### config.mk
export PLATFORM = sky130hd
export DESIGN_NAME = div_nr_param
export DESIGN_NICKNAME = d
export VERILOG_FILES = /design/src/rtl/div_nr_param.sv
export SDC_FILE = /design/constraint.sdc
export NUM_CORES = 1
export LEC_CHECK = 0
export CAP_MARGIN = 30
export CORE_MARGIN = 2
export CORE_UTILIZATION = 25
export CTS_BUF_LIST = sky130_fd_sc_hd__clkbuf_8
export CTS_CLUSTER_DIAMETER = 30
export DETAILED_ROUTE_END_ITERATION = 16
export GPL_ROUTABILITY_DRIVEN = 0
export PLACE_DENSITY = 0.43
export SYNTH_ARGS = -nofsm -noshare
export SYNTH_HDL_FRONTEND = slang
export SYNTH_SLANG_ARGS = --single-unit
### constraint.sdc
create_clock -name clock -period 8.35 [get_ports clock]
set_clock_uncertainty 0.2 [all_clocks]
set_input_delay 0.835 -clock clock [delete_from_list [all_inputs] [get_ports clock]]
set_output_delay 0.835 -clock clock [all_outputs]
set_load 0.02 [all_outputs]
### src/rtl/div_nr_param.sv
// Purpose : iterative non-restoring divider, signed or unsigned, one quotient bit per clock.
// Latency : WIDTH+1 clocks from accept to done (1 clock for a zero divisor).
// Backpr. : start is only taken while busy=0; requests during an operation are dropped.
//
// Ports:
//   clock, reset_n            - clock and asynchronous active-low reset
//   start, sign_mode          - launch request and mode (1 = two's complement)
//   dividend, divisor         - operands, captured together with start
//   q, r                      - registered quotient / remainder of the last operation
//   busy, done, dbz           - in-flight flag, one-cycle completion pulse, divide-by-zero flag
module div_nr_param #(
    parameter int WIDTH = 32
) (
    input  logic             clock,
    input  logic             reset_n,
    input  logic             start,
    input  logic             sign_mode,
    input  logic [WIDTH-1:0] dividend,
    input  logic [WIDTH-1:0] divisor,
    output logic [WIDTH-1:0] q,
    output logic [WIDTH-1:0] r,
    output logic             busy,
    output logic             done,
    output logic             dbz
);

    localparam int CW = (WIDTH > 1) ? $clog2(WIDTH) : 1;
    localparam logic [CW-1:0] LAST = CW'(WIDTH - 1);

    typedef enum logic [1:0] {
        IDLE = 2'd0,
        CALC = 2'd1,
        FIX  = 2'd2
    } state_t;

    state_t          state;
    logic [CW-1:0]   cnt;
    logic [WIDTH-1:0] acc;      // dividend magnitude shifting out, quotient bits shifting in
    logic [WIDTH:0]  p;         // signed partial remainder, one bit wider than the operands
    logic [WIDTH:0]  b;         // divisor magnitude, zero-extended
    logic            q_neg;
    logic            r_neg;
    logic            dz;        // current operation has a zero divisor

    // Operand magnitudes. Negating -2^(WIDTH-1) yields the same bit pattern,
    // which read as unsigned is exactly the required magnitude.
    logic             dvd_neg;
    logic             dvs_neg;
    logic [WIDTH-1:0] dvd_mag;
    logic [WIDTH-1:0] dvs_mag;

    assign dvd_neg = sign_mode & dividend[WIDTH-1];
    assign dvs_neg = sign_mode & divisor[WIDTH-1];
    assign dvd_mag = dvd_neg ? -dividend : dividend;
    assign dvs_mag = dvs_neg ? -divisor : divisor;

    // One non-restoring step: shift the next dividend bit into the partial
    // remainder, then add or subtract the divisor depending on its sign.
    logic [WIDTH:0] p_sh;
    logic [WIDTH:0] p_nxt;

    assign p_sh  = {p[WIDTH-1:0], acc[WIDTH-1]};
    assign p_nxt = p[WIDTH] ? (p_sh + b) : (p_sh - b);

    // Final correction: a negative partial remainder is restored by one add.
    // The restored value is below the divisor, so it fits in WIDTH bits.
    logic [WIDTH-1:0] r_mag;
    logic [WIDTH-1:0] q_res;
    logic [WIDTH-1:0] r_res;

    assign r_mag = p[WIDTH] ? (p[WIDTH-1:0] + b[WIDTH-1:0]) : p[WIDTH-1:0];
    assign q_res = q_neg ? -acc : acc;
    assign r_res = r_neg ? -r_mag : r_mag;

    always_ff @(posedge clock or negedge reset_n) begin
        if (!reset_n) begin
            state <= IDLE;
            cnt   <= '0;
            acc   <= '0;
            p     <= '0;
            b     <= '0;
            q_neg <= 1'b0;
            r_neg <= 1'b0;
            dz    <= 1'b0;
            q     <= '0;
            r     <= '0;
            busy  <= 1'b0;
            done  <= 1'b0;
            dbz   <= 1'b0;
        end else begin
            done <= 1'b0;
            case (state)
                IDLE: begin
                    if (start) begin
                        busy  <= 1'b1;
                        cnt   <= '0;
                        p     <= '0;
                        q_neg <= dvd_neg ^ dvs_neg;
                        r_neg <= dvd_neg;
                        if (divisor == '0) begin
                            // Keep the raw dividend: it is returned unchanged as r.
                            dz    <= 1'b1;
                            acc   <= dividend;
                            b     <= '0;
                            state <= FIX;
                        end else begin
                            dz    <= 1'b0;
                            acc   <= dvd_mag;
                            b     <= {1'b0, dvs_mag};
                            state <= CALC;
                        end
                    end
                end

                CALC: begin
                    p   <= p_nxt;
                    acc <= {acc[WIDTH-2:0], ~p_nxt[WIDTH]};
                    if (cnt == LAST) begin
                        cnt   <= '0;
                        state <= FIX;
                    end else begin
                        cnt <= cnt + CW'(1);
                    end
                end

                FIX: begin
                    if (dz) begin
                        q   <= '1;
                        r   <= acc;
                        dbz <= 1'b1;
                    end else begin
                        q   <= q_res;
                        r   <= r_res;
                        dbz <= 1'b0;
                    end
                    done  <= 1'b1;
                    busy  <= 1'b0;
                    state <= IDLE;
                end

                default: begin
                    state <= IDLE;
                    busy  <= 1'b0;
                end
            endcase
        end
    end

endmodule

==> results of run 1 <==
[layout by cell type, fill, tap and decap left out, drive strengths merged, types with 56 or more instances in the layout]
cell / netlist / layout
a21oi: 156 / 156
clkdlybuf4s50: 0 / 133
dfrtp: 174 / 174
ha: 70 / 70
inv: 52 / 56
nand2: 201 / 201
nor2: 137 / 137
o21ai: 189 / 189
xnor2: 71 / 71
xor2: 121 / 121
[power by group through the flow]
stage	combinational, W	sequential [W]	clock [W]
after floorplan	0.00396	0.00175	0
after global placement	0.00546	0.00185	0
after detailed placement	0.00550	0.00186	0
after CTS	0.00553	0.00184	0.000628
after global routing	0.00615	0.00192	0.000658
final	0.00550	0.00184	0.000604
[layer usage]
layer | up-vias | part of all wire (%) | GRT usage, %
li1 | 6418 | - | -
met1 | 6052 | 50 | 23.0
met2 | 279 | 44 | 25.2
met3 | 20 | 5.0 | 2.97
met4 | 0 | 0.82 | 3.37
met5 | - | 0 | 0
[path summary, 6_finish.rpt]
kind / startpoint / end / slack (ns) / depth (start not counted)
min in group asynchronous: reset_n / q[6] / 0.57 / 2
min reg2reg: r[5] / r[5] / 0.30 / 2
min: r[5] / r[5] / 0.30 / 2
max in group asynchronous: reset_n / b[23] / 6.19 / 3
max reg2reg: b[4] / p[31] / 2.86 / 18
max: b[4] / p[31] / 2.86 / 18
[kinds of logic after synthesis]
group	Yosys count	share of synthesized area, %
fa+ha+maj	72	6.56
buf+inv	150	4.14
mux	20	1.49
simple gates	550	18.6
flops	174	31.2
compound gates	580	26.0
xor+xnor	192	12.0
[area by class of cell]
cell class	instances	area, µm²
fillers	6037	38800
multi-input cells	1414	9040
flip-flops and latches	174	4360
repair buffers	155	1520
well taps	748	936
clock buffers	19	262
inverters	52	195
clock inverters	13	115
diodes	1	2.50
[stage by stage]
stage          std cells  util, %  total power [W]  cell area (µm²)
2_1_floorplan       1738        -          0.00571            14000
3_3_place_gp        2538     29.0          0.00731            16000
3_5_place_dp        2542     29.0          0.00736            16000
4_1_cts             2575     29.7          0.00800            16400
5_1_grt             2576     29.8          0.00872            16400
6_report            2576     29.8          0.00794            16400
[critical path, stage by stage (launching register included)]
cell	delay, ns
dfrtp_1	0.45
or4_1	0.54
nor2_1	0.22
nand2_1	0.07
nor3_1	0.47
a21oi_1	0.17
xor2_1	0.17
ha_1	0.36
a21o_1	0.19
a21o_1	0.18
a221oi_1	0.39
o21ba_2	0.18
o31ai_1	0.12
a221oi_1	0.54
o31ai_1	0.25
a221oi_1	0.42
a21boi_0	0.19
xnor2_1	0.15
o21ai_0	0.08
[timing repair]
item,CTS,global route
hold buffers,1,0
hold endpoints to repair,35,0
resized for setup,0,0
[flip-flops by register name (all words and copies together) (netlist names)]
name,flops
q_neg,1
state,2
done,1
p,33
dz,1
acc,32
b,32
busy,1
q,32
r,32
r_neg,1
cnt,5
dbz,1
==> flow_summary.yaml, run 1 <==
die:
  core_um2: 55200
  dieHeight_um: 240
  initial_core_util_pct: 25.3
  io_pins: 135
  die_area_um2: 57700
  row_count: 86
  die-width_um: 240
cells_and_area:
  area.growth.synth_to_final_pct: 17.7
  drive_above_1_share_pct: 4.82
  final_nets: 1954
setup_path:
  cp.required_ns: 8.52
  critPathArrivalTime_ns: 5.66
  critical_path.startpoint_type: "register"
  cp-end-kind: "register"
  critical_path_class: "register to register"
  crit_fanout: 6
power_and_ir_drop:
  power_leakage_nw: 6.63
  irDropWorstVdd_v: 0.000151
  p_sw_w: 0.00415
  p_sw_share_pct: 52.3
  pwr-share-comb_pct: 69.2
  powerDensity_nw_per_um2: 483
  seqPwrFrac_pct: 23.1
  p_clk_share_pct: 7.6
  intPower_w: 0.00379
timing:
  setup_ws_ns: 2.86
  fin_setup_tns_ns: 0
  hold_violations: 0
  slew_headroom_pct: 33.0
  worst_slew_pin_slew_ns: 0.996
  hold_ws_ns: 0.296
  setup_violations: 0
  fmax_mhz: 182
  finalCriticalPeriod_ns: 5.49
  rsz0062_at_grt: "false"
  finalCritPeriodShare_pct: 65.7
  slew_viol_final: 0
drt:
  dr.pass1.iters: 5
  via_per_inst: 4.96
  vias: 12800
  wl_um: 46100
  drt_iter0_drc: 741
  wl_per_cell_um: 17.9
  ant_nets: 0
  drc: 0
clock_tree:
  clk_pin_slew_ns: 0.11
  clock_sinks: 174
  clk_latency_ns: 0.53
  cts_setup_buffers: 0
  tritoncts: "yes"
  cts_buffers: 17
  cts-root-buf: "clkbuf_8"
  cts_buffer_depth: 2
  h-tree-depth: 4
yosys:
  ys_seq_area_share_pct: 31.2
  syn_inst: 1738
  synth_nets: 1878
  synth_top_flop_cell: "dfrtp_1"
  synth_most_common_cell: "nand2_1"
  synthDominantCellAreaShare_pct: 31.2
  synth_area_per_cell_um2: 8.03
  syn_area_um2: 14000
  synth-edff-count: 0
  synth-seq-cells: 174
  yosysTopAreaCell: "dfrtp_1"
  async_flop_share_pct: 100
  ys_warn_count: 0
  ys_types: 83
  synth_common_cells: "nand2_1, dfrtp_1, o21ai_0"
  netlist_top_cells_area: "dfrtp_1, xor2_1, ha_1"
grt:
  antenna_found_initial: 1
  grt.total_usage_pct: 16.1
  grt_pass1_vias: 12600
  grt_overflow: 0
  grt_pass1_wl_um: 72200
  grt_max_degree: 67
placed_design:
  dp_hpwl_um: 35500
  place_ws_ns: 2.90
  io_buffers: 134
min_path:
  hp-class: "register to register"
job:
  drv_cap: 0
status:
  outcome: "finished clean"
Power figures use the tool's default switching activity.
==> run 2, diff against run 1 <==
--- a/config.mk
+++ b/config.mk
@@ -12,7 +12,7 @@
 export CTS_CLUSTER_DIAMETER = 30
 export DETAILED_ROUTE_END_ITERATION = 16
 export GPL_ROUTABILITY_DRIVEN = 0
-export PLACE_DENSITY = 0.43
+export PLACE_DENSITY = 0.45
 export SYNTH_ARGS = -nofsm -noshare
 export SYNTH_HDL_FRONTEND = slang
 export SYNTH_SLANG_ARGS = --single-unit
==> constraint.sdc (replaced) <==
create_clock -name clock -period 4.95 [get_ports clock]
set_clock_uncertainty 0.2 [all_clocks]
set_input_delay 0.495 -clock clock [delete_from_list [all_inputs] [get_ports clock]]
set_output_delay 0.495 -clock clock [all_outputs]
set_load 0.02 [all_outputs]
==> flow_summary.yaml, run 2 (same netlist as run 1, synthesis figures left out) <==
cells_and_area:
  area.growth.synth_to_final_pct: 19.9
  final_cell_mix: "nand2_1, dfrtp_1, o21ai_0, a21oi_1, nor2_1"
  drive_above_1_share_pct: 6.70
  largest_reg_flops: 33
  final_area_um2: 16700
  final_nets: 1978
  top_register: "p"
  layout_commonest_cell: "nand2_1"
  num-fill-cells: 5885
grt:
  grt_max_degree: 100
  grt_pass1_wl_um: 73500
  grt_pass1_vias: 12700
  grt_overflow: 0
  antenna_found_initial: 1
  grt.total_usage_pct: 16.4
timing:
  slew_viol_final: 0
  setup_violations: 0
  finalCritPeriodShare_pct: 93.9
  fin_setup_tns_ns: 0
  rsz0062_at_grt: "false"
  finalCriticalPeriod_ns: 4.65
  slew_headroom_pct: 34.8
  worst_slew_pin_slew_ns: 0.974
  setup_ws_ns: 0.302
  hold_ws_ns: 0.104
  hold_violations: 0
  fmax_mhz: 215
die:
  row_count: 86
  dieHeight_um: 240
  die-width_um: 240
  initial_core_util_pct: 25.3
  core_um2: 55200
  die_area_um2: 57700
  io_pins: 135
clock_tree:
  clk_pin_slew_ns: 0.10
  clock_sinks: 174
  cts_buffers: 17
  tritoncts: "yes"
  h-tree-depth: 4
  cts-root-buf: "clkbuf_8"
  cts_buffer_depth: 2
  clk_latency_ns: 0.54
power_and_ir_drop:
  irDropWorstVdd_v: 0.000269
  powerDensity_nw_per_um2: 825
  total_power_w: 0.0138
  power_leakage_nw: 6.79
drt:
  drt_iter0_drc: 861
  wl_per_cell_um: 17.9
  via_per_inst: 4.94
  dr.pass1.iters: 5
  vias: 12900
  drc: 0
  ant_nets: 0
  wl_um: 46500
setup_path:
  critical_path.startpoint_type: "register"
  critPathArrivalTime_ns: 4.86
  cp-end-kind: "register"
  crit_fanout: 7
  cp.required_ns: 5.16
  critical_path_class: "register to register"
placed_design:
  place_ws_ns: 0.131
  dp_hpwl_um: 36000
  dpl_cell_area_um2: 16200
  io_buffers: 134
min_path:
  hp-class: "input pin to asynchronous set/reset pin"
status:
  outcome: "finished clean"
job:
  drv_cap: 0
## run 2: cell types whose count changed in the layout (fill, tap and decap cells not counted), moves of 2 or more
cell | before | now
buf_4 | 18 | 40
inv_6 | 3 | 5
a221oi_2 | 0 | 2
a221oi_1 | 4 | 2
inv_1 | 53 | 51
## run 2: cell type report
class	instances	area, µm²	share of cell area (%)
Multi-Input combinational cell	1414	9090	54.3
Sequential cell	174	4360	26.0
Tap cell	748	936	5.59
Clock inverter	12	145	0.867
Clock buffer	20	275	1.64
Inverter	52	195	1.17
Antenna cell	1	2.50	0.0149
Timing Repair Buffer	179	1740	10.4
## run 2: repair_timing
action                                 in CTS  in global routing
setup endpoints to repair                   0                  8
hold buffers                                1                  0
buffers inserted                            0                  1
endpoints found under the hold margin      98                  0
gates resized for setup                     0                  8
## run 2: worst paths after layout
| kind | startpoint | to | slack (ns) | cells past startpoint |
|---|---|---|---|---|
| max | b[0] | r[30] | 0.30 | 13 |
| min | reset_n | q[2] | 0.10 | 2 |
| max reg2reg | b[0] | r[30] | 0.30 | 13 |
| min reg2reg | r[7] | r[7] | 0.29 | 2 |
| max in group asynchronous | reset_n | p[24] | 3.28 | 4 |
| min in group clock | r[7] | r[7] | 0.29 | 2 |
## run 2: per-stage QoR
step                      std cells  util [%]
after floorplan                1738         -
after global placement         2561      29.3
after detailed placement       2564      29.4
after CTS                      2597      30.2
after global routing           2600      30.3
final                          2600      30.3
## run 2: power by group
part	internal, W	total [W]	switching (W)	leakage [nW]
clock network	0.000500	0.00111	0.000611	0.213
logic	0.00405	0.00962	0.00557	4.45
registers	0.00211	0.00308	0.000969	2.13
total	0.00666	0.0138	0.00715	6.79
## run 2: layer usage
metal	GRT usage, %	share of wire (%)	wire [µm]	vias up
met5	0	0	0	-
met1	23.4	50	23300	6027
li1	-	-	-	6472
met3	3.51	5.8	2680	35
met2	25.0	42	19700	319
met4	4.16	1.8	828	0
## run 2: critical path, cell delays in order, from the launching register on
cell	delay (ns)
dfrtp_1	0.45
ha_1	0.27
fa_2	0.39
a211o_1	0.35
a2111oi_2	0.30
a211oi_1	0.14
o41ai_4	0.37
and4_4	0.30
nand4_1	0.15
or4_4	0.63
or3_4	0.43
o31ai_2	0.27
xor2_1	0.17
o211ai_1	0.09
==> run 3, diff against run 2 <==
--- a/config.mk
+++ b/config.mk
@@ -6,7 +6,6 @@
 export NUM_CORES = 1
 export LEC_CHECK = 0
 export CAP_MARGIN = 30
-export CORE_MARGIN = 2
 export CORE_UTILIZATION = 25
 export CTS_BUF_LIST = sky130_fd_sc_hd__clkbuf_8
 export CTS_CLUSTER_DIAMETER = 30
==> flow_summary.yaml, run 3 (same netlist as run 1, synthesis figures left out) <==
timing:
  setup_violations: 0
  slew_headroom_pct: 32.1
  rsz0062_at_grt: "false"
  hold_violations: 0
  slew_viol_final: 0
  finalCritPeriodShare_pct: 93.5
  fmax_mhz: 216
  fin_setup_tns_ns: 0
  finalCriticalPeriod_ns: 4.63
  worst_slew_pin_slew_ns: 1.01
  hold_ws_ns: 0.289
cells_and_area:
  area.growth.synth_to_final_pct: 19.1
  final_nets: 1972
  finish.utilization_pct: 30.2
  multi_input_area_um2: 9100
  final_cell_mix: "nand2_1, dfrtp_1, o21ai_0, a21oi_1"
  largest_reg_flops: 33
  num-fill-cells: 5956
  seq_area_um2: 4360
  drive_above_1_share_pct: 6.40
  num_antenna_cells: 0
  layout_commonest_cell: "nand2_1"
  finalNonFillerCells: 2593
  top_register: "p"
drt:
  wl_per_cell_um: 18.1
  drc: 0
  wl_um: 47000
  ant_nets: 0
  vias: 12900
  drt_iter0_drc: 863
  dr.pass1.iters: 5
  via_per_inst: 4.96
setup_path:
  crit_fanout: 7
  critPathArrivalTime_ns: 4.82
  critical_path_class: "register to register"
  cp.required_ns: 5.15
  critical_path.startpoint_type: "register"
  cp-end-kind: "register"
die:
  initial_core_util_pct: 25.3
  row_count: 86
  die_area_um2: 56800
  io_pins: 135
  die-width_um: 238
  dieHeight_um: 238
  core_um2: 55100
clock_tree:
  h-tree-depth: 4
  cts_setup_buffers: 0
  tritoncts: "yes"
  cts-root-buf: "clkbuf_8"
  clock_sinks: 174
  cts_buffers: 17
  clk_latency_ns: 0.52
  clk_pin_slew_ns: 0.10
  cts_buffer_depth: 2
placed_design:
  io_buffers: 134
  placed_cells: 2560
  dp_hpwl_um: 36200
power_and_ir_drop:
  irDropWorstVdd_v: 0.000249
  power_leakage_nw: 6.74
  powerDensity_nw_per_um2: 823
grt:
  grt_pass1_wl_um: 74000
  grt_pass1_vias: 12700
  antenna_found_initial: 0
  grt_overflow: 0
  grt.total_usage_pct: 16.7
  grt_max_degree: 87
job:
  drv_cap: 0
min_path:
  hp-class: "register to register"
status:
  outcome: "finished clean"
-- run 3: cell count changes in the layout (fill, tap and decap cells not counted), sizes merged --
cell,previous run,this run
inv,57,55
bufinv,2,1
clkinv,4,6
clkbuf,20,19
diode,1,0
clkinvlp,1,3
buf,45,39
-- run 3: path summary, 6_finish.rpt --
| path | cells after the start | slack, ns | startpoint | end |
|---|---|---|---|---|
| min in group asynchronous | 2 | 0.39 | reset_n | r[7] |
| worst max-delay path | 13 | 0.32 | b[0] | r[30] |
| worst max register to register | 13 | 0.32 | b[0] | r[30] |
| worst min-delay path | 2 | 0.29 | r[7] | r[7] |
| max in group asynchronous | 3 | 3.21 | reset_n | p[32] |
| worst min register to register | 2 | 0.29 | r[7] | r[7] |
-- run 3: cell type report --
type / instances / area share, %
tap: 748 / 5.63
timing repair buffer: 173 / 10.0
inverter: 52 / 1.17
clock buffer: 19 / 1.57
sequential: 174 / 26.2
multi-input combinational: 1414 / 54.7
clock inverter: 13 / 0.700
-- run 3: timing repair --
action | CTS | global route
hold buffers | 1 | 0
setup endpoints to repair | 0 | 10
hold endpoints to repair | 84 | 0
gates resized for setup | 0 | 9
-- run 3: worst max-delay path, cell delays in order, from the launching register on --
cell	delay, ns
dfrtp_1	0.45
ha_1	0.26
fa_1	0.45
a211o_1	0.36
a2111oi_2	0.31
a211oi_1	0.14
o41ai_4	0.28
and4_4	0.31
nand4_1	0.15
or4_4	0.63
or3_4	0.43
o31ai_2	0.26
xor2_1	0.17
o211ai_1	0.10
-- run 3: layer usage --
metal	up-vias	routed length (µm)	GRT usage [%]
met2	310	20200	25.6
met3	21	2100	2.73
li1	6437	-	-
met1	6090	24000	24.4
met4	0	590	3.48
met5	-	0	0
-- run 3: power by group --
part / switching (W) / internal, W / total, W
combinational: 0.00559 / 0.00402 / 0.00961
clock: 0.000594 / 0.000425 / 0.00102
sequential: 0.000939 / 0.00211 / 0.00305
total: 0.00713 / 0.00655 / 0.0137
-- run 3: metrics by stage --
stage          power (W)  area, µm²  worst slack (ns)
2_1_floorplan    0.00967      14000            0.0504
3_3_place_gp      0.0125      16200             0.235
3_5_place_dp      0.0126      16200             0.162
4_1_cts           0.0137      16600             0.132
5_1_grt           0.0150      16600            0.0243
6_report          0.0137      16600             0.324
==> edit 1, RTL diff (config.mk and constraints of run 2) <==
`WIDTH`: 32 -> 16.
--- a/src/rtl/div_nr_param.sv
+++ b/src/rtl/div_nr_param.sv
@@ -9,7 +9,7 @@
 //   q, r                      - registered quotient / remainder of the last operation
 //   busy, done, dbz           - in-flight flag, one-cycle completion pulse, divide-by-zero flag
 module div_nr_param #(
-    parameter int WIDTH = 32
+    parameter int WIDTH = 16
 ) (
     input  logic             clock,
     input  logic             reset_n,
Interface: changed (resized dividend, divisor, q and r); port bits go from 135 to 71. No check against the original RTL was run, so the function may have changed too.
==> edit 1 against run 2 <==
The run now ends with negative hold slack left. Die area is 50% lower. Wire length is 56% lower. Largest cell class unchanged. Critical path depth increased by 2. Sequential cell count down 81. Highest routed layer unchanged. First-iteration DRC count is 51% lower. Global-route usage decreased by 2.1 points. Via count decreased by 54%. Total power decreased by 52%. Synthesized area is 50% lower. Sequential share of layout area grew 2.3 points. Worst setup slack improved by 0.71 ns. Final area is 51% lower. Combinational power fell by 54%.
==> edit 1: results (changes against run 2) <==
[clocking]
clk_pin_slew_ns=0.10  ; about the same
clock_latency_ns=0.39  ; -0.15 ns
cts_max_level=3  ; -1
numCtsBuffers=9  ; -8

[routing]
drt_iter0_drc=423  ; -51%
viasPerCell=4.77  ; -3.5%
drt_wl_total_mm=20.4  ; -56%
dr.pass1.iters=4  ; -1

[layout]
drive_above_1_share=0.0652  ; -0.00177
diodes=0  ; -1
largest_reg_flops=17  ; -48%
fillCellCount=2908  ; -51%
fin_cells=1246  ; -52%
final_nets=944  ; -52%
regMostFlops=p

[setup_path]
reg2regPathDepth=15  ; +2
worstPathArrival_ns=4.02  ; -0.84 ns
cp_max_fo=5  ; -2
slowest_delay_ns=0.45  ; -0.18 ns
r2r_slack_ns=1.02  ; +0.71 ns
rr_startpoint=b[3]
r2r_end=p[16]
cp_slowest_cell=dfrtp_1

[grt]
grt_max_degree=61  ; -39%
grt_usage=0.143  ; -0.0214
grt_pass1_vias=5667  ; -56%
grt_pass1_wl_mm=32.4  ; -56%
antenna_found_initial=0  ; -1

[synth]
synth_area_leaders=dfrtp_1 34%, ha_1 6.7%, o21ai_0 6.0%
synth-seq-area-share=0.335  ; +0.0233
syn-cell-area_um2=6940  ; -50%
synth.distinct_cells=80  ; -3.6%
synthesis.nets=892  ; -53%
yosys-top-cells-count=93 x dfrtp_1, 93 x nand2_1, 83 x o21ai_0
synthCells=817  ; -53%

[timing]
whs_ns=-0.0286  ; -0.132 ns
relSlewSlack=0.398  ; +0.0495
timing.final.hold_violations=24  ; +24

[pwr]
p_leak_uw=0.00336  ; -51%
vdd_drop_max_mv=0.263  ; -2.6%

[outcome]
status=complete, but fails checks
violations=negative hold slack

[placement]
place_hpwl_mm=15.7  ; -56%
io_buffers=70  ; -48%

==> edit 1: cell types whose count changed in the layout (fill, tap and decap cells not counted), moves of 26 or more <==
| cell | run 2 | this run |
|---|---|---|
| nand2_1 | 201 | 93 |
| a21oi_1 | 156 | 57 |
| o21ai_0 | 170 | 83 |
| xor2_1 | 121 | 39 |
| dfrtp_1 | 173 | 93 |
| nor2_1 | 134 | 67 |
| clkdlybuf4s50_1 | 133 | 69 |
| ha_1 | 70 | 37 |
| buf_4 | 40 | 8 |
| nor3_1 | 36 | 10 |
| xnor2_1 | 70 | 44 |
==> edit 1: metrics by stage <==
stage / instance area [um2] / hold WS [ns]
2_1_floorplan: 6940 / -0.000591
3_3_place_gp: 7970 / 0.267
3_5_place_dp: 8010 / 0.274
4_1_cts: 8220 / 0.00228
5_1_grt: 8220 / 0.0321
6_report: 8220 / -0.0286
==> edit 1: logic make-up after synthesis <==
family,share of synthesized area
flip-flops,0.335
adder cells (fa/ha/maj),0.0725
AO/OA/AOI/OAI,0.257
XOR/XNOR,0.105
AND/OR/NAND/NOR,0.166
buffers and inverters,0.0508
multiplexers,0.0135
==> edit 1: worst max path at each step <==
stage	slack, ns	endpoint	depth (start not counted)	start
4_1_cts	1.01	p[16]	15	b[3]
3_3_place_gp	1.08	p[16]	15	b[4]
5_1_grt	0.74	p[16]	15	b[4]
3_5_place_dp	1.05	p[16]	15	b[3]
6_report	1.02	p[16]	15	b[3]
2_1_floorplan	1.38	p[10]	17	p[16]
==> edit 1: power breakdown <==
group / internal, uW / switching, uW
combinational: 1930 / 2510
clock: 257 / 323
sequential: 1120 / 514
total: 3310 / 3340
==> edit 1: final cells by class <==
type | count | area share
Inverter | 40 | 0.0183
Sequential cell | 93 | 0.283
Multi-Input combinational cell | 646 | 0.520
Timing Repair Buffer | 79 | 0.0965
Tap cell | 372 | 0.0566
Clock inverter | 6 | 0.00913
Clock buffer | 10 | 0.0167
==> edit 1: layer usage <==
| metal | routed length [um] | vias up | global-route usage |
|---|---|---|---|
| li1 | - | 3026 | - |
| met1 | 10800 | 2790 | 0.218 |
| met2 | 8670 | 112 | 0.212 |
| met3 | 629 | 15 | 0.0173 |
| met4 | 214 | 0 | 0.0323 |
| met5 | 0 | - | 0 |
==> edit 2, RTL diff (config.mk and constraints of run 2) <==
Made on the original files. Put one more register stage on the output `q`, with the module's reset. The value now appears one clock later. The other outputs are not delayed to match. Comments in the files are not updated.
--- a/src/rtl/div_nr_param.sv
+++ b/src/rtl/div_nr_param.sv
@@ -32,6 +32,8 @@
         CALC = 2'd1,
         FIX  = 2'd2
     } state_t;
+
+    logic [WIDTH-1:0] q_s0;
 
     state_t          state;
     logic [CW-1:0]   cnt;
@@ -82,7 +84,7 @@
             q_neg <= 1'b0;
             r_neg <= 1'b0;
             dz    <= 1'b0;
-            q     <= '0;
+            q_s0  <= '0;
             r     <= '0;
             busy  <= 1'b0;
             done  <= 1'b0;
@@ -125,11 +127,11 @@
 
                 FIX: begin
                     if (dz) begin
-                        q   <= '1;
+                        q_s0 <= '1;
                         r   <= acc;
                         dbz <= 1'b1;
                     end else begin
-                        q   <= q_res;
+                        q_s0 <= q_res;
                         r   <= r_res;
                         dbz <= 1'b0;
                     end
@@ -146,5 +148,13 @@
         end
     end
 
+    always_ff @(posedge clock or negedge reset_n) begin
+        if (!reset_n) begin
+            q <= '0;
+        end else begin
+            q <= q_s0;
+        end
+    end
+
 endmodule
 
Behaviour: not the same (Yosys sat finds a counterexample within 4 cycles, from zero or initial values and one cycle with reset_n low).
==> edit 2 against run 2 <==
Total power increased by 15%. Die area grew 6.0%. Sequential cell count is 32 higher. Wire length up 3.4%. Final area grew 11%. Combinational power down 2%. Synthesized cell count grew 2.9%. Largest cell class unchanged. Critical path depth increased by 1. Global-route usage decreased by 0.80 points. Sequential share of layout area increased by 1.8 points. Core utilization grew 1.2 points. Synthesized area grew 6.1%. Worst setup slack improved by 0.069 ns.
==> edit 2: results (changes against run 2) <==
[placement]
place_hpwl_mm=36.7  ; +2.0%
place_inst=2630  ; +2.6%
io_buffers=134  ; unchanged
place_area_um2=17000  ; +5.0%

[layout]
fin_cells=2737  ; +5.3%
drive_above_1_share=0.0881  ; +0.0211
diodes=0  ; -1
regMostFlops=p
final_nets=2058  ; +4.0%

[routing]
drt_wl_total_mm=48.1  ; +3.4%
drt_iter0_drc=635  ; -26%
vias=13500  ; +5.1%

[pwr]
p_leak_uw=0.00775  ; +14%
vdd_drop_max_mv=0.320  ; +19%

[synth]
ys.flop_type=dfrtp_1
async_reset_ff_frac=1.00  ; unchanged
synth_area_leaders=dfrtp_1 35%, a21oi_1 6.0%, o21ai_0 6.0%
ys.warnings.count=0  ; unchanged
synth.distinct_cells=82  ; -1.2%
yosys-top-cells-count=206 x dfrtp_1, 192 x nand2_1, 179 x a21oi_1, 179 x o21ai_0, 152 x nor2_1
syn_area_per_cell_um2=8.29  ; +3.2%
synthesis.nets=1928  ; +2.7%
synth-seq-area-share=0.348  ; +0.0360

[grt]
grt_pass1_wl_mm=75.2  ; +2.3%
met3_usage=0.0237  ; -0.0115
grt_pass1_vias=13200  ; +3.9%
grt_usage=0.156  ; -0.00796
antenna_found_initial=1  ; unchanged
use_met2=0.241  ; -0.00889
met1_usage=0.225  ; -0.00880
grt_max_degree=82  ; -18%

[outcome]
status=finished, final reports clean

[worst_hold_path]
min_path_type=reg2reg
hold_start=q_s0[16]
holdPathStages=0
min_to=q[16]

[clocking]
cts_max_level=2  ; -2
clk_pin_slew_ns=0.05  ; -0.05 ns
root_buffer=clkbuf_8
clock_latency_ns=0.65  ; +0.11 ns
numCtsBuffers=58  ; +41
cts_max_path_buffers=3  ; +1
cts_setup_buffers=0  ; unchanged

[setup_path]
r2r_end=r[31]
cp_slowest_cell=dfrtp_1
slowest_delay_ns=0.44  ; -0.19 ns
cp_max_fo=6  ; -1
reg2regPathDepth=14  ; +1
worstPathArrival_ns=4.96  ; +0.10 ns
r2r_slack_ns=0.37  ; +0.07 ns
rr_startpoint=p[0]

[timing]
slew_violations=0  ; unchanged
tightest_slew_ns=1.02  ; +0.0431 ns

-- edit 2: changes by cell type in the layout (fill, tap and decap cells not counted), sizes merged, moves of 9 or more --
cell and change:
nand2 -9, o22ai +10, buf -10, o21bai -9
xor2 -22, clkinv +16, clkbuf +47, dfrtp +32
bufinv +12, nor2 +15, xnor2 +17, a21oi +24
-- edit 2: layout make-up --
type                    count  area [um2]
well taps                 773         967
repair buffers            170        1640
flip-flops and latches    206        5160
clock inverters            40         557
inverters                  44         165
clock buffers              66         908
multi-input cells        1438        9130
fillers                  6275       40300
-- edit 2: repair_timing --
| action | 4_1_cts | 5_1_grt |
|---|---|---|
| endpoints found under the setup margin | 0 | 3 |
| resized for setup | 0 | 1 |
| endpoints found under the hold margin | 70 | 0 |
| hold buffers | 1 | 0 |
-- edit 2: critical path, delay by kind of cell (launching register included) --
| kind | cells | cell delay (ns) |
|---|---|---|
| simple gates | 3 | 0.89 |
| fa+ha+maj | 2 | 0.68 |
| xor+xnor | 1 | 0.37 |
| compound gates | 8 | 1.95 |
| flops | 1 | 0.44 |
-- edit 2: how the worst max path moves through the flow --
| stage | startpoint | end | cells after the start |
|---|---|---|---|
| 3_5_place_dp | b[1] | p[31] | 22 |
| 5_1_grt | b[4] | acc[0] | 19 |
| 4_1_cts | b[1] | p[31] | 22 |
| 2_1_floorplan | p[32] | p[18] | 22 |
| 3_3_place_gp | b[1] | p[31] | 22 |
| 6_report | p[0] | r[31] | 14 |
-- edit 2: layer usage --
layer	vias up	wire [um]
li1	6712	-
met1	6381	23700
met2	353	20900
met3	65	2650
met4	0	839
met5	-	0
-- edit 2: power breakdown --
part           total [uW]  internal [uW]  leakage [uW]  switching [uW]
clock network        2880           1950      0.000788             930
logic                9450           4020       0.00450            5440
registers            3580           2520       0.00246            1060
total               15900           8490       0.00775            7420
-- edit 2: per-stage QoR --
stage                     hold slack, ns  setup slack (ns)  total power (uW)
after detailed placement           0.163             0.394             13000
after CTS                          0.174             0.398             16000
final                              0.168             0.371             15900
after floorplan                -0.000591            0.0223             10200
after global placement             0.164             0.422             12900
after global routing               0.184            0.0243             17300
-- edit 2: logic make-up after synthesis --
| kind of cell | after synthesis | share of synthesized area |
|---|---|---|
| AOI/OAI and AO/OA | 595 | 0.247 |
| adders and majority gates | 72 | 0.0618 |
| and+or+nand+nor | 555 | 0.174 |
| xor gates and xnor gates | 188 | 0.112 |
| muxes | 28 | 0.0195 |
| DFF | 206 | 0.348 |
| buffers and inverters | 144 | 0.0377 |
